===== src/rtl/seven_seg_mux_n.sv =====
// Time-multiplexed seven-segment driver for NUM_DIGITS common-anode digits.
// Display data is double-buffered: loads land in a pending buffer and are
// promoted to the active buffer only when the scan wraps back to digit 0.
// Adds per-digit decimal point and blanking, leading-zero suppression and
// 16-level PWM brightness. All outputs are registered.
module seven_seg_mux_n #(
  parameter int unsigned NUM_DIGITS = 4,
  parameter int unsigned DIV_BITS   = 16
) (
  input  logic                    clk_i,
  input  logic                    reset_ni,
  input  logic [4*NUM_DIGITS-1:0] data_i,
  input  logic [NUM_DIGITS-1:0]   dp_in_i,
  input  logic [NUM_DIGITS-1:0]   blank_i,
  input  logic                    load_i,
  input  logic                    lz_en_i,
  input  logic [3:0]              bright_i,
  output logic [7:0]              digit_o,
  output logic [NUM_DIGITS-1:0]   segm_sel_o,
  output logic                    frame_start_o,
  output logic                    pend_o
);

  localparam int unsigned IdxW = $clog2(NUM_DIGITS);
  localparam logic [IdxW-1:0] LastIdx = IdxW'(NUM_DIGITS - 1);

  logic [DIV_BITS-1:0]     presc_q;
  logic [IdxW-1:0]         idx_q, idx_d;
  logic                    tick, wrap;

  logic [4*NUM_DIGITS-1:0] pen_data_q, act_data_q;
  logic [NUM_DIGITS-1:0]   pen_dp_q, act_dp_q;
  logic [NUM_DIGITS-1:0]   pen_blank_q, act_blank_q;
  logic                    pend_q, frame_start_q;

  logic [7:0]              digit_q, digit_d;
  logic [NUM_DIGITS-1:0]   sel_q, sel_d;

  logic [NUM_DIGITS-1:0]   upper_zero;
  logic [3:0]              cur_nib;
  logic [7:0]              font;
  logic                    visible, pwm_on;

  // Slot timing: tick on the last prescaler count, wrap on the last digit.
  always_comb begin
    tick  = &presc_q;
    wrap  = tick && (idx_q == LastIdx);
    idx_d = idx_q;
    if (tick) begin
      idx_d = (idx_q == LastIdx) ? '0 : idx_q + 1'b1;
    end
  end

  // Prescaler and digit index.
  always_ff @(posedge clk_i) begin
    if (!reset_ni) begin
      presc_q <= '0;
      idx_q   <= '0;
    end else begin
      presc_q <= presc_q + 1'b1;
      idx_q   <= idx_d;
    end
  end

  // Double buffer: active takes the old pending contents at the wrap edge,
  // while a load on that same edge refills pending and keeps it flagged.
  always_ff @(posedge clk_i) begin
    if (!reset_ni) begin
      pen_data_q    <= '0;
      pen_dp_q      <= '0;
      pen_blank_q   <= '0;
      act_data_q    <= '0;
      act_dp_q      <= '0;
      act_blank_q   <= '0;
      pend_q        <= 1'b0;
      frame_start_q <= 1'b0;
    end else begin
      frame_start_q <= wrap;
      if (wrap && pend_q) begin
        act_data_q  <= pen_data_q;
        act_dp_q    <= pen_dp_q;
        act_blank_q <= pen_blank_q;
        pend_q      <= 1'b0;
      end
      if (load_i) begin
        pen_data_q  <= data_i;
        pen_dp_q    <= dp_in_i;
        pen_blank_q <= blank_i;
        pend_q      <= 1'b1;
      end
    end
  end

  // upper_zero[k]: every nibble from k up to the most significant is zero.
  always_comb begin
    upper_zero = '0;
    for (int k = 0; k < NUM_DIGITS; k++) begin
      upper_zero[k] = 1'b1;
      for (int j = k; j < NUM_DIGITS; j++) begin
        if (act_data_q[4*j +: 4] != 4'h0) begin
          upper_zero[k] = 1'b0;
        end
      end
    end
  end

  // Hex font, active-low segments a..g in [7:1], dp (off) in [0].
  always_comb begin
    cur_nib = act_data_q[{idx_q, 2'b00} +: 4];
    font    = 8'hFF;
    unique case (cur_nib)
      4'h0: font = 8'h03;
      4'h1: font = 8'h9F;
      4'h2: font = 8'h25;
      4'h3: font = 8'h0D;
      4'h4: font = 8'h99;
      4'h5: font = 8'h49;
      4'h6: font = 8'h41;
      4'h7: font = 8'h1F;
      4'h8: font = 8'h01;
      4'h9: font = 8'h09;
      4'hA: font = 8'h11;
      4'hB: font = 8'hC1;
      4'hC: font = 8'h63;
      4'hD: font = 8'h85;
      4'hE: font = 8'h61;
      4'hF: font = 8'h71;
    endcase
  end

  // Next outputs for the current slot; digit 0 is never zero-suppressed.
  always_comb begin
    visible = !act_blank_q[idx_q] &&
              !(lz_en_i && (idx_q != '0) && upper_zero[idx_q]);
    pwm_on  = presc_q[DIV_BITS-1 -: 4] < bright_i;
    sel_d   = '1;
    digit_d = 8'hFF;
    if (visible && pwm_on) begin
      sel_d   = ~({{(NUM_DIGITS-1){1'b0}}, 1'b1} << idx_q);
      digit_d = {font[7:1], ~act_dp_q[idx_q]};
    end
  end

  // Registered pin drivers; blank (all high) during reset.
  always_ff @(posedge clk_i) begin
    if (!reset_ni) begin
      sel_q   <= '1;
      digit_q <= 8'hFF;
    end else begin
      sel_q   <= sel_d;
      digit_q <= digit_d;
    end
  end

  assign digit_o       = digit_q;
  assign segm_sel_o    = sel_q;
  assign frame_start_o = frame_start_q;
  assign pend_o        = pend_q;

endmodule


===== config.mk =====
export PLATFORM = sky130hd
export DESIGN_NAME = seven_seg_mux_n
export DESIGN_NICKNAME = d
export VERILOG_FILES = /design/src/rtl/seven_seg_mux_n.sv
export SDC_FILE = /design/constraint.sdc
export NUM_CORES = 1
export LEC_CHECK = 0
export BUFFER_PORTS_ARGS = -buffer_cell sky130_fd_sc_hd__buf_2
export CAP_MARGIN = 20
export CORE_MARGIN = 10
export CORE_UTILIZATION = 25
export DETAILED_ROUTE_END_ITERATION = 10
export SLEW_MARGIN = 10
export SYNTH_ARGS = -nofsm -noshare
export SYNTH_HDL_FRONTEND = slang
export SYNTH_SLANG_ARGS = --single-unit

===== constraint.sdc =====
create_clock -name clk_i -period 3.25 [get_ports clk_i]
set_clock_uncertainty 0.15 [all_clocks]
set_input_delay 0.4875 -clock clk_i [delete_from_list [all_inputs] [get_ports clk_i]]
set_output_delay 0.4875 -clock clk_i [all_outputs]
set_load 0.02 [all_outputs]

==> impl_metrics.toml <==
[run_status]
result_of_the_run = "finished, final reports clean"

[synthesis]
synth_simple_gate_area_frac = 0.178
synth_mux_area_frac = 0.118
synthAdderAreaFrac = 0.0481
synth-edff-count = 0
synthesis.nets = 428
ys_seq_elements = 80
synth_xor_area_frac = 0.0193
largest_family_of_logic_cells_by_synthesized_area = "simple AND/OR/NAND/NOR gates"
yosys_most_used_dff = "sky130_fd_sc_hd__dfxtp_1"
synth.distinct_cells = 41
post_synth_inst_count = 382
yosys_warnings = 0
synth-seq-area-share = 0.440
synthArstFlopShare = 0
mappedNetlistArea_um2 = 3640
synth_area_per_cell_um2 = 9.52
synth_compound_area_frac = 0.145

[global_route]
grt.met1_usage = 0.122
antenna_found_initial = 1
global_route_wire_length_before_repair_mm = 14.8
grt_use_met3 = 0.0336
grt_max_degree = 53
global_route.peak_usage_layer = "met1"
grt_overflow_total = 0
grt_use_total = 0.0892
grt_pass1_vias = 2972
gr_util_met2 = 0.122

[worst_setup_path]
critPathLaunchType = "register"
timing.critical_path.arrival_ns = 2.54
crit_path_end_kind = "register"
crit_path_cell_trace = "mux4_1 > ha_1 > mux2_2 > a22oi_1 > nand4_1"
worstPathMaxFanout = 11
setup.worst_path.start = "idx_q[0]"
crit_type = "register to register"
critPathRequiredTime_ns = 3.28
critical-path-max-stage-delay_ns = 0.72
critPathSlowestCell = "sky130_fd_sc_hd__mux4_1"
origin_of_the_critical_flop_to_flop_path = "idx_q[0]"

[placement]
place.port_buffers = 45
place.gp.congestion = 0.741
post-dp-hpwl_mm = 5.96
pre_cts_ws_ns = 0.744

[clock_tree]
clkLatencyLatePin_ns = 0.34
ctsResizeCount = 0
cts-htree-levels = 3
clock_tree.root_cell = "sky130_fd_sc_hd__clkbuf_16"
clock_tree_from_tritoncts = "yes"
ctsLongestPathBuffers = 2
cts.sink_count = 80
cts_inserted_buffers = 9
quantity_of_hold_fixing_buffers_added_after_cts = 0
path_clk_slew_ns = 0.06
cts.repair_timing.setup_buffer_count = 0

[sta]
maxSlewViolCount = 0
finalCriticalPeriod_ns = 2.51
final_min_period_over_clock_period = 0.773
worst_slew_pin_slew_ns = 1.02
finalWorstSetupSlack_ns = 0.737
setup_viol = 0
worst_hold_slack_ns = 0.229
final.setup.tns_ns = 0
grt_setup_unrepaired = "false"
hold_viol = 0
timing.slew.headroom = 0.323
achievable-frequency_mhz = 398

[hold_path]
hold_path.class = "input port to register"
min-delay-start = "dp_in_i[1]"

[power_and_ir_drop]
vdd_drop_max_mv = 0.285
power_leakage_nw = 1.60
powerDensity_nw_per_um2 = 499

[die]
die_footprint_um2 = 19800
initial_core_util = 0.252
core_area_um2 = 14400
dieWidth_um = 141
die-height_um = 141
std_cell_rows = 44
ios = 46

[routing]
drtAntennaViolNets = 0
wire_per_inst_um = 14.4
num_vias = 2899
first_pass_iters = 4
wirelength_mm = 8.61
drc = 0
detail_route.iter0.violations = 283
vias_per_cell = 4.83

[layout]
most-common-layout-cells = "sky130_fd_sc_hd__dfxtp_1 (80), sky130_fd_sc_hd__buf_2 (45), sky130_fd_sc_hd__nor2_1 (39), sky130_fd_sc_hd__a21oi_1 (34), sky130_fd_sc_hd__nand4_1 (32)"
num_antenna_cells = 0
area_growth_syn_to_layout_pct = 17.7
final_layout_size_suffix_gt1_frac = 0.175
nets = 457
final_common_cell = "sky130_fd_sc_hd__dfxtp_1"
fin_util = 0.297

[flow_run]
cap_viol_max_count = 0
[cell families (layout without fill, tap and decap cells)]
family | count (synthesis) | in the layout
AND/OR/NAND/NOR | 125 | 125
flip-flops | 80 | 80
AO/OA/AOI/OAI | 79 | 79
buffers and inverters | 43 | 77
multiplexers | 33 | 33
adder cells (fa/ha/maj) | 14 | 14
XOR/XNOR | 8 | 8
[routing by layer]
layer,vias up,share of wire
met4,2,0.017
met3,13,0.065
li1,1466,-
met5,-,0.00081
met1,1339,0.51
met2,79,0.40
[area by class of cell]
cell class	count	area, um2
well taps	184	230
fillers	1505	10100
flip-flops and latches	80	1600
multi-input cells	259	1850
clock buffers	10	229
repair buffers	50	263
inverters	11	41.3
clock inverters	6	67.6
[cells in the mapped netlist (2+ instances only)]
master | count | share of area
sky130_fd_sc_hd__mux2i_1 | 24 | 0.066
sky130_fd_sc_hd__or3_1 | 2 | 0.0034
sky130_fd_sc_hd__clkbuf_1 | 19 | 0.020
sky130_fd_sc_hd__nand2_1 | 10 | 0.010
sky130_fd_sc_hd__nand4_1 | 32 | 0.055
sky130_fd_sc_hd__buf_2 | 6 | 0.0083
sky130_fd_sc_hd__xnor2_1 | 4 | 0.0096
sky130_fd_sc_hd__nor4_1 | 5 | 0.0086
sky130_fd_sc_hd__nand2b_1 | 2 | 0.0034
sky130_fd_sc_hd__nor2_1 | 39 | 0.040
sky130_fd_sc_hd__dfxtp_1 | 80 | 0.44
sky130_fd_sc_hd__and3_1 | 3 | 0.0052
sky130_fd_sc_hd__nor2b_1 | 2 | 0.0034
sky130_fd_sc_hd__nand3_1 | 17 | 0.023
sky130_fd_sc_hd__inv_1 | 11 | 0.011
sky130_fd_sc_hd__and2_1 | 4 | 0.0069
sky130_fd_sc_hd__ha_1 | 14 | 0.048
sky130_fd_sc_hd__o21ai_0 | 4 | 0.0055
sky130_fd_sc_hd__o31ai_1 | 30 | 0.062
sky130_fd_sc_hd__a211o_1 | 3 | 0.0072
sky130_fd_sc_hd__mux2_2 | 3 | 0.0093
sky130_fd_sc_hd__buf_1 | 4 | 0.0041
sky130_fd_sc_hd__buf_6 | 2 | 0.0062
sky130_fd_sc_hd__a21oi_1 | 34 | 0.047
sky130_fd_sc_hd__a22oi_1 | 2 | 0.0041
sky130_fd_sc_hd__o21bai_1 | 2 | 0.0041
sky130_fd_sc_hd__or4_1 | 3 | 0.0062
sky130_fd_sc_hd__xor2_1 | 4 | 0.0096
sky130_fd_sc_hd__mux4_1 | 5 | 0.036
[registers in the layout, summed over array words and instances (netlist names)]
signal         cells
presc_q           16
digit_o            8
pen_blank_q        4
segm_sel_o         4
frame_start_o      1
idx_q              2
act_data_q        16
pen_dp_q           4
act_dp_q           4
pen_data_q        16
act_blank_q        4
pend_o             1
[worst max-delay path: cells and delay by family, from the launching register on]
kind / cells / cell delay (ns)
muxes: 2 / 1.00
AOI/OAI and AO/OA: 1 / 0.15
DFF: 1 / 0.63
adders and majority gates: 1 / 0.29
and+or+nand+nor: 1 / 0.12
[worst paths after layout]
kind	slack [ns]	cells past startpoint	end
hold / removal	0.23	3	pen_dp_q[1]
hold reg to reg	0.29	1	presc_q[0]
setup / recovery	0.74	5	digit_o[7]
setup reg to reg	0.74	5	digit_o[7]
[power by group]
group          internal, mW  switching (mW)
combinational        0.0447          0.0569
sequential             1.01          0.0141
clock                 0.599           0.414
total                  1.65           0.485
[per-stage QoR]
step                instances  power (mW)  instance area (um2)
floorplan                 382        1.11                 3640
global placement          584        1.14                 3990
detailed placement        584        1.15                 3990
CTS                       600        2.16                 4280
global route              600        2.22                 4280
finish                    600        2.14                 4280
Power figures use the tool's default switching activity.
